--- src/rtl/dmem_arbiter.sv ---
// dmem_arbiter: shares the single-ported data_mem between the core LSU (port 0) and the DMA/debug loader (port 1).
// Latency: ack is combinational in the issue cycle; rvalid/rdata/err are registered, one cycle after ack.
// Backpressure: a requester holds req/we/addr/wdata until it sees ack; the losing port simply gets no ack.
// Ports: clk, rst (sync, active-high); m0_*/m1_* request side (req, we, addr, wdata) and response side
//        (ack, rvalid, rdata, err); mem_* drive data_mem, mem_rdata_i is its combinational read data.

module dmem_arbiter #(
  parameter int FIXED_PRIO = 0,     // 0 = round-robin, 1 = port 0 wins unless port 1 has starved
  parameter int MAX_WAIT   = 8,     // cycles port 1 may lose under fixed priority (1..255)
  parameter int MEM_BYTES  = 8192   // byte size of data_mem
) (
  input  logic        clk,
  input  logic        rst,

  input  logic        m0_req_i,
  input  logic        m0_we_i,
  input  logic [31:0] m0_addr_i,
  input  logic [31:0] m0_wdata_i,
  output logic        m0_ack_o,
  output logic        m0_rvalid_o,
  output logic [31:0] m0_rdata_o,
  output logic        m0_err_o,

  input  logic        m1_req_i,
  input  logic        m1_we_i,
  input  logic [31:0] m1_addr_i,
  input  logic [31:0] m1_wdata_i,
  output logic        m1_ack_o,
  output logic        m1_rvalid_o,
  output logic [31:0] m1_rdata_o,
  output logic        m1_err_o,

  output logic        mem_req_o,
  output logic        mem_we_o,
  output logic [31:0] mem_waddr_o,
  output logic [31:0] mem_wdata_o,
  output logic [31:0] mem_raddr_o,
  input  logic [31:0] mem_rdata_i
);

  localparam logic [7:0]  MAX_WAIT_C = 8'(MAX_WAIT);
  localparam logic [32:0] MEM_LIMIT  = 33'(MEM_BYTES);

  typedef struct packed {
    logic        we;
    logic [31:0] addr;
    logic [31:0] wdata;
  } acc_t;

  acc_t acc0;
  acc_t acc1;
  acc_t sel;

  logic       tie_p1;     // port 1 wins the next round-robin tie
  logic [7:0] wait_cnt;   // cycles port 1 has been requesting without a grant
  logic       gnt0;
  logic       gnt1;
  logic       gnt_any;
  logic       sel_err;
  logic       issue;
  logic       rd_ok;

  logic        rvalid0_q;
  logic        err0_q;
  logic [31:0] rdata0_q;
  logic        rvalid1_q;
  logic        err1_q;
  logic [31:0] rdata1_q;

  assign acc0 = '{we: m0_we_i, addr: m0_addr_i, wdata: m0_wdata_i};
  assign acc1 = '{we: m1_we_i, addr: m1_addr_i, wdata: m1_wdata_i};

  // Misaligned or beyond the end of data_mem.
  function automatic logic addr_bad(input logic [31:0] a);
    return (a[1:0] != 2'b00) || ({1'b0, a} >= MEM_LIMIT);
  endfunction

  // Grant selection; nothing is granted while reset is held.
  always_comb begin
    gnt0 = 1'b0;
    gnt1 = 1'b0;
    if (!rst) begin
      if (m0_req_i && m1_req_i) begin
        if (FIXED_PRIO != 0) gnt1 = (wait_cnt == MAX_WAIT_C);
        else                 gnt1 = tie_p1;
        gnt0 = !gnt1;
      end else begin
        gnt0 = m0_req_i;
        gnt1 = m1_req_i;
      end
    end
  end

  assign gnt_any = gnt0 | gnt1;
  assign sel     = gnt1 ? acc1 : acc0;
  assign sel_err = addr_bad(sel.addr);
  // An erroring access is acked but never reaches data_mem.
  assign issue   = gnt_any & ~sel_err;
  assign rd_ok   = issue & ~sel.we;

  assign m0_ack_o    = gnt0;
  assign m1_ack_o    = gnt1;

  assign mem_req_o   = issue;
  assign mem_we_o    = issue & sel.we;
  assign mem_waddr_o = issue ? sel.addr  : 32'd0;
  assign mem_raddr_o = issue ? sel.addr  : 32'd0;
  assign mem_wdata_o = issue ? sel.wdata : 32'd0;

  always_ff @(posedge clk) begin
    if (rst) begin
      tie_p1    <= 1'b0;
      wait_cnt  <= '0;
      rvalid0_q <= 1'b0;
      err0_q    <= 1'b0;
      rdata0_q  <= '0;
      rvalid1_q <= 1'b0;
      err1_q    <= 1'b0;
      rdata1_q  <= '0;
    end else begin
      // After serving port 0, port 1 takes the next tie, and vice versa.
      if (gnt_any) tie_p1 <= gnt0;

      if ((FIXED_PRIO != 0) && m1_req_i && !gnt1) begin
        if (wait_cnt != MAX_WAIT_C) wait_cnt <= wait_cnt + 8'd1;
      end else begin
        wait_cnt <= '0;
      end

      rvalid0_q <= gnt0;
      err0_q    <= gnt0 & sel_err;
      rdata0_q  <= (gnt0 & rd_ok) ? mem_rdata_i : 32'd0;
      rvalid1_q <= gnt1;
      err1_q    <= gnt1 & sel_err;
      rdata1_q  <= (gnt1 & rd_ok) ? mem_rdata_i : 32'd0;
    end
  end

  // Responses are masked while reset is high so an access acked just before
  // reset never produces a response.
  assign m0_rvalid_o = rvalid0_q & ~rst;
  assign m0_err_o    = err0_q & ~rst;
  assign m0_rdata_o  = rst ? 32'd0 : rdata0_q;
  assign m1_rvalid_o = rvalid1_q & ~rst;
  assign m1_err_o    = err1_q & ~rst;
  assign m1_rdata_o  = rst ? 32'd0 : rdata1_q;

endmodule
--- config.mk ---
export PLATFORM = sky130hd
export DESIGN_NAME = dmem_arbiter
export DESIGN_NICKNAME = d
export VERILOG_FILES = /design/src/rtl/dmem_arbiter.sv
export SDC_FILE = /design/constraint.sdc
export NUM_CORES = 1
export LEC_CHECK = 0
export BUFFER_PORTS_ARGS = -buffer_cell sky130_fd_sc_hd__buf_4
export CELL_PAD_IN_SITES_DETAIL_PLACEMENT = 1
export CELL_PAD_IN_SITES_GLOBAL_PLACEMENT = 1
export CORE_ASPECT_RATIO = 1.2
export CORE_MARGIN = 3
export CORE_UTILIZATION = 27
export CTS_CLUSTER_SIZE = 40
export DETAILED_ROUTE_END_ITERATION = 7
export MAX_ROUTING_LAYER = met4
export PLACE_DENSITY = 0.83
export REMOVE_ABC_BUFFERS = 1
export SETUP_SLACK_MARGIN = 0.02
export SLEW_MARGIN = 20
export SYNTH_ARGS = -nofsm -noshare
export SYNTH_HDL_FRONTEND = slang
export SYNTH_SLANG_ARGS = --single-unit
export TNS_END_PERCENT = 50
--- constraint.sdc ---
create_clock -name clk -period 3 [get_ports clk]
set_clock_uncertainty 0.2 [all_clocks]
set_input_delay 0.3 -clock clk [delete_from_list [all_inputs] [get_ports clk]]
set_output_delay 0.3 -clock clk [all_outputs]
set_load 0.03 [all_outputs]
==> metrics.yaml <==
cp_slowest_stage_delay_ns: 0.51
fp-row-count: 50
setup.worst_path.class: "input pin to output port"
tightestPinTransition_ns: 1.09
syn_avg_cell_area_sq_um: 8.90
vias: 4550
grt_use_total: 0.204
port_buffers: 291
p_clk_frac: 0.461
cts_max_level: 3
yosysWarnings: 0
core-area_sq_um: 15800
peakVddDrop_uv: 308
fmax_mhz: 348
cp_data_arrival_time_ns: 2.38
layout.nets: 917
synth_seq_cells: 69
crit_path_start_kind: "input pin"
required_ns: 2.50
root_buffer: "clkbuf_16"
dieArea_sq_um: 17800
cts_buffers: 9
cts.clk_slew.worst_paths_ns: 0.06
combPwrFrac: 0.175
rsz0062_at_grt: "false"
drv_slew: 0
final_common_cell: "buf_4"
grt_pass1_wl_um: 27300
seq_power_share: 0.364
status: "finished clean"
place.gp.congestion: 0.754
cp_cell_sequence: "buf_4 > or4_1 > nor4_1 > buf_4 > mux2i_4 > buf_4 > nor4_1 > buf_4"
synthCells: 491
crit_family: "simple AND/OR/NAND/NOR gates"
end_kind: "output port"
cts_hold_buf: 0
io_pins: 334
grt_overflow: 0
drc: 0
dp_hpwl_um: 13900
grt_max_degree: 62
postRouteAntennaNets: 0
p_leak_nw: 3.13
antenna_found_initial: 0
synthesis.area_sq_um: 4370
cts_tree: "yes"
whs_path_depth: 3
avgRoutedWirePerCell_um: 19.2
r2r_cells: 7
synth_edf_count: 0
yosysSeqAreaShare: 0.316
cap_violations: 0
finalSetupViolCount: 0
period_share: 0.959
drt_first_pass_iters: 5
synth_cell_types: 22
critPathMaxFanout: 20
initial_utilization: 0.277
holdCritPathClass: "input pin to flip-flop"
die_x_um: 122
power_density_nw_per_um2: 367
clk_latency_ns: 0.33
critPathSlowestCell: "or4_1"
synth_ff_type: "dfxtp_1"
vias_per_cell: 4.72
layout-drive-gt1-share: 0.485
drt_iter0_markers: 159
cts.sinks: 69
crit_top_cell: "buf_4"
wl_um: 18500
synthArstFlopShare: 0
cts_setup_buffers: 0
cp_num_buf_inv: 4
grt_pass1_vias: 4768
p_int_mw: 1.88
slew-limit-headroom: 0.272
power_mw: 2.54
hold_viol: 0
cts_buffer_depth: 2
synthToLayoutAreaGrowth_pct: 57.9
fin_crit_ns: 2.88
fin_setup_tns_ns: 0
diodes: 0
swShare: 0.259
die_h_um: 145
p_sw_mw: 0.657
layout_common_cells: "buf_4, nor2b_1, dfxtp_1"
cp.depth: 8
## power groups by stage
| stage | clock [mW] | combinational (mW) | sequential, mW |
|---|---|---|---|
| 2_1_floorplan | 0 | 0.192 | 0.942 |
| 3_3_place_gp | 0 | 0.440 | 0.943 |
| 3_5_place_dp | 0 | 0.444 | 0.943 |
| 4_1_cts | 1.20 | 0.446 | 0.922 |
| 5_1_grt | 1.24 | 0.476 | 0.922 |
| 6_report | 1.17 | 0.445 | 0.922 |
## cell usage after synthesis (2+ instances only)
| master | number | area [sq um] |
|---|---|---|
| inv_1 | 2 | 7.51 |
| buf_4 | 55 | 413 |
| buf_2 | 18 | 90.1 |
| nor3_1 | 67 | 335 |
| nor4_1 | 20 | 125 |
| mux2i_1 | 45 | 450 |
| nor4_2 | 30 | 375 |
| o21a_1 | 3 | 22.5 |
| nor2b_1 | 69 | 432 |
| nand3b_1 | 64 | 480 |
| clkbuf_1 | 29 | 109 |
| dfxtp_1 | 69 | 1380 |
| a211oi_1 | 2 | 15.0 |
| buf_6 | 4 | 45.0 |
| nand2b_1 | 4 | 25.0 |
| or4_1 | 4 | 30.0 |
## worst paths after layout
check / endpoint / slack, ns / startpoint
hold / removal: rdata1_q[0]$_SDFF_PP0_ / 0.03 / mem_rdata_i[0]
setup reg to reg: rdata0_q[15]$_SDFF_PP0_ / 0.66 / tie_p1$_SDFFE_PP0P_
setup / recovery: mem_waddr_o[6] / 0.12 / m1_addr_i[23]
hold reg to reg: tie_p1$_SDFFE_PP0P_ / 0.37 / tie_p1$_SDFFE_PP0P_
## flip-flops by register name, indices dropped and copies added (netlist names)
name,count
rdata0_q,32
rdata1_q,32
err0_q,1
err1_q,1
rvalid0_q,1
rvalid1_q,1
tie_p1,1
## metal layers
metal	vias to the layer above	track usage	part of all wire	wire, um
met4	0	0.0375	0.0074	137
met2	223	0.351	0.50	9260
met3	9	0.0642	0.10	1930
li1	2156	-	-	-
met5	-	-	0	0
met1	2162	0.234	0.39	7170
## worst register-to-register path, cell delays in order, from the launching register on
cell	delay, ns
dfxtp_1	0.44
nand2b_1	0.21
nand2b_4	0.09
inv_2	0.12
mux2i_4	0.30
buf_4	0.35
buf_4	0.38
nor3_1	0.12
## layout make-up
type                    instances  area (sq um)
fillers                      1924          8860
multi-input cells             354          2540
repair buffers                314          2380
flip-flops and latches         69          1380
well taps                     208           260
clock buffers                  11           243
clock inverters                 5          83.8
inverters                       3          11.3
## repair_timing
item	CTS	global route
gates resized for setup	1	1
pin swaps	0	0
setup endpoints to repair	2	2
## cell families after synthesis
| kind of cell | Yosys count | synth area share |
|---|---|---|
| other cells | 1 | 0.000858 |
| flops | 69 | 0.316 |
| mux | 45 | 0.103 |
| simple gates | 259 | 0.414 |
| compound gates | 8 | 0.0135 |
| buf+inv | 109 | 0.153 |
## through the flow
stage	hold slack, ns	util	setup slack, ns	instances	instance area [sq um]
CTS	0.0157	0.437	0.0962	964	6890
finish	0.0299	0.438	0.123	964	6900
floorplan	0.169	-	-7.52	426	3870
detailed placement	0.373	0.416	0.00173	948	6560
global route	0.0204	0.438	0.0271	964	6900
global placement	0.339	0.416	0.0335	948	6560
Power figures use the tool's default switching activity.
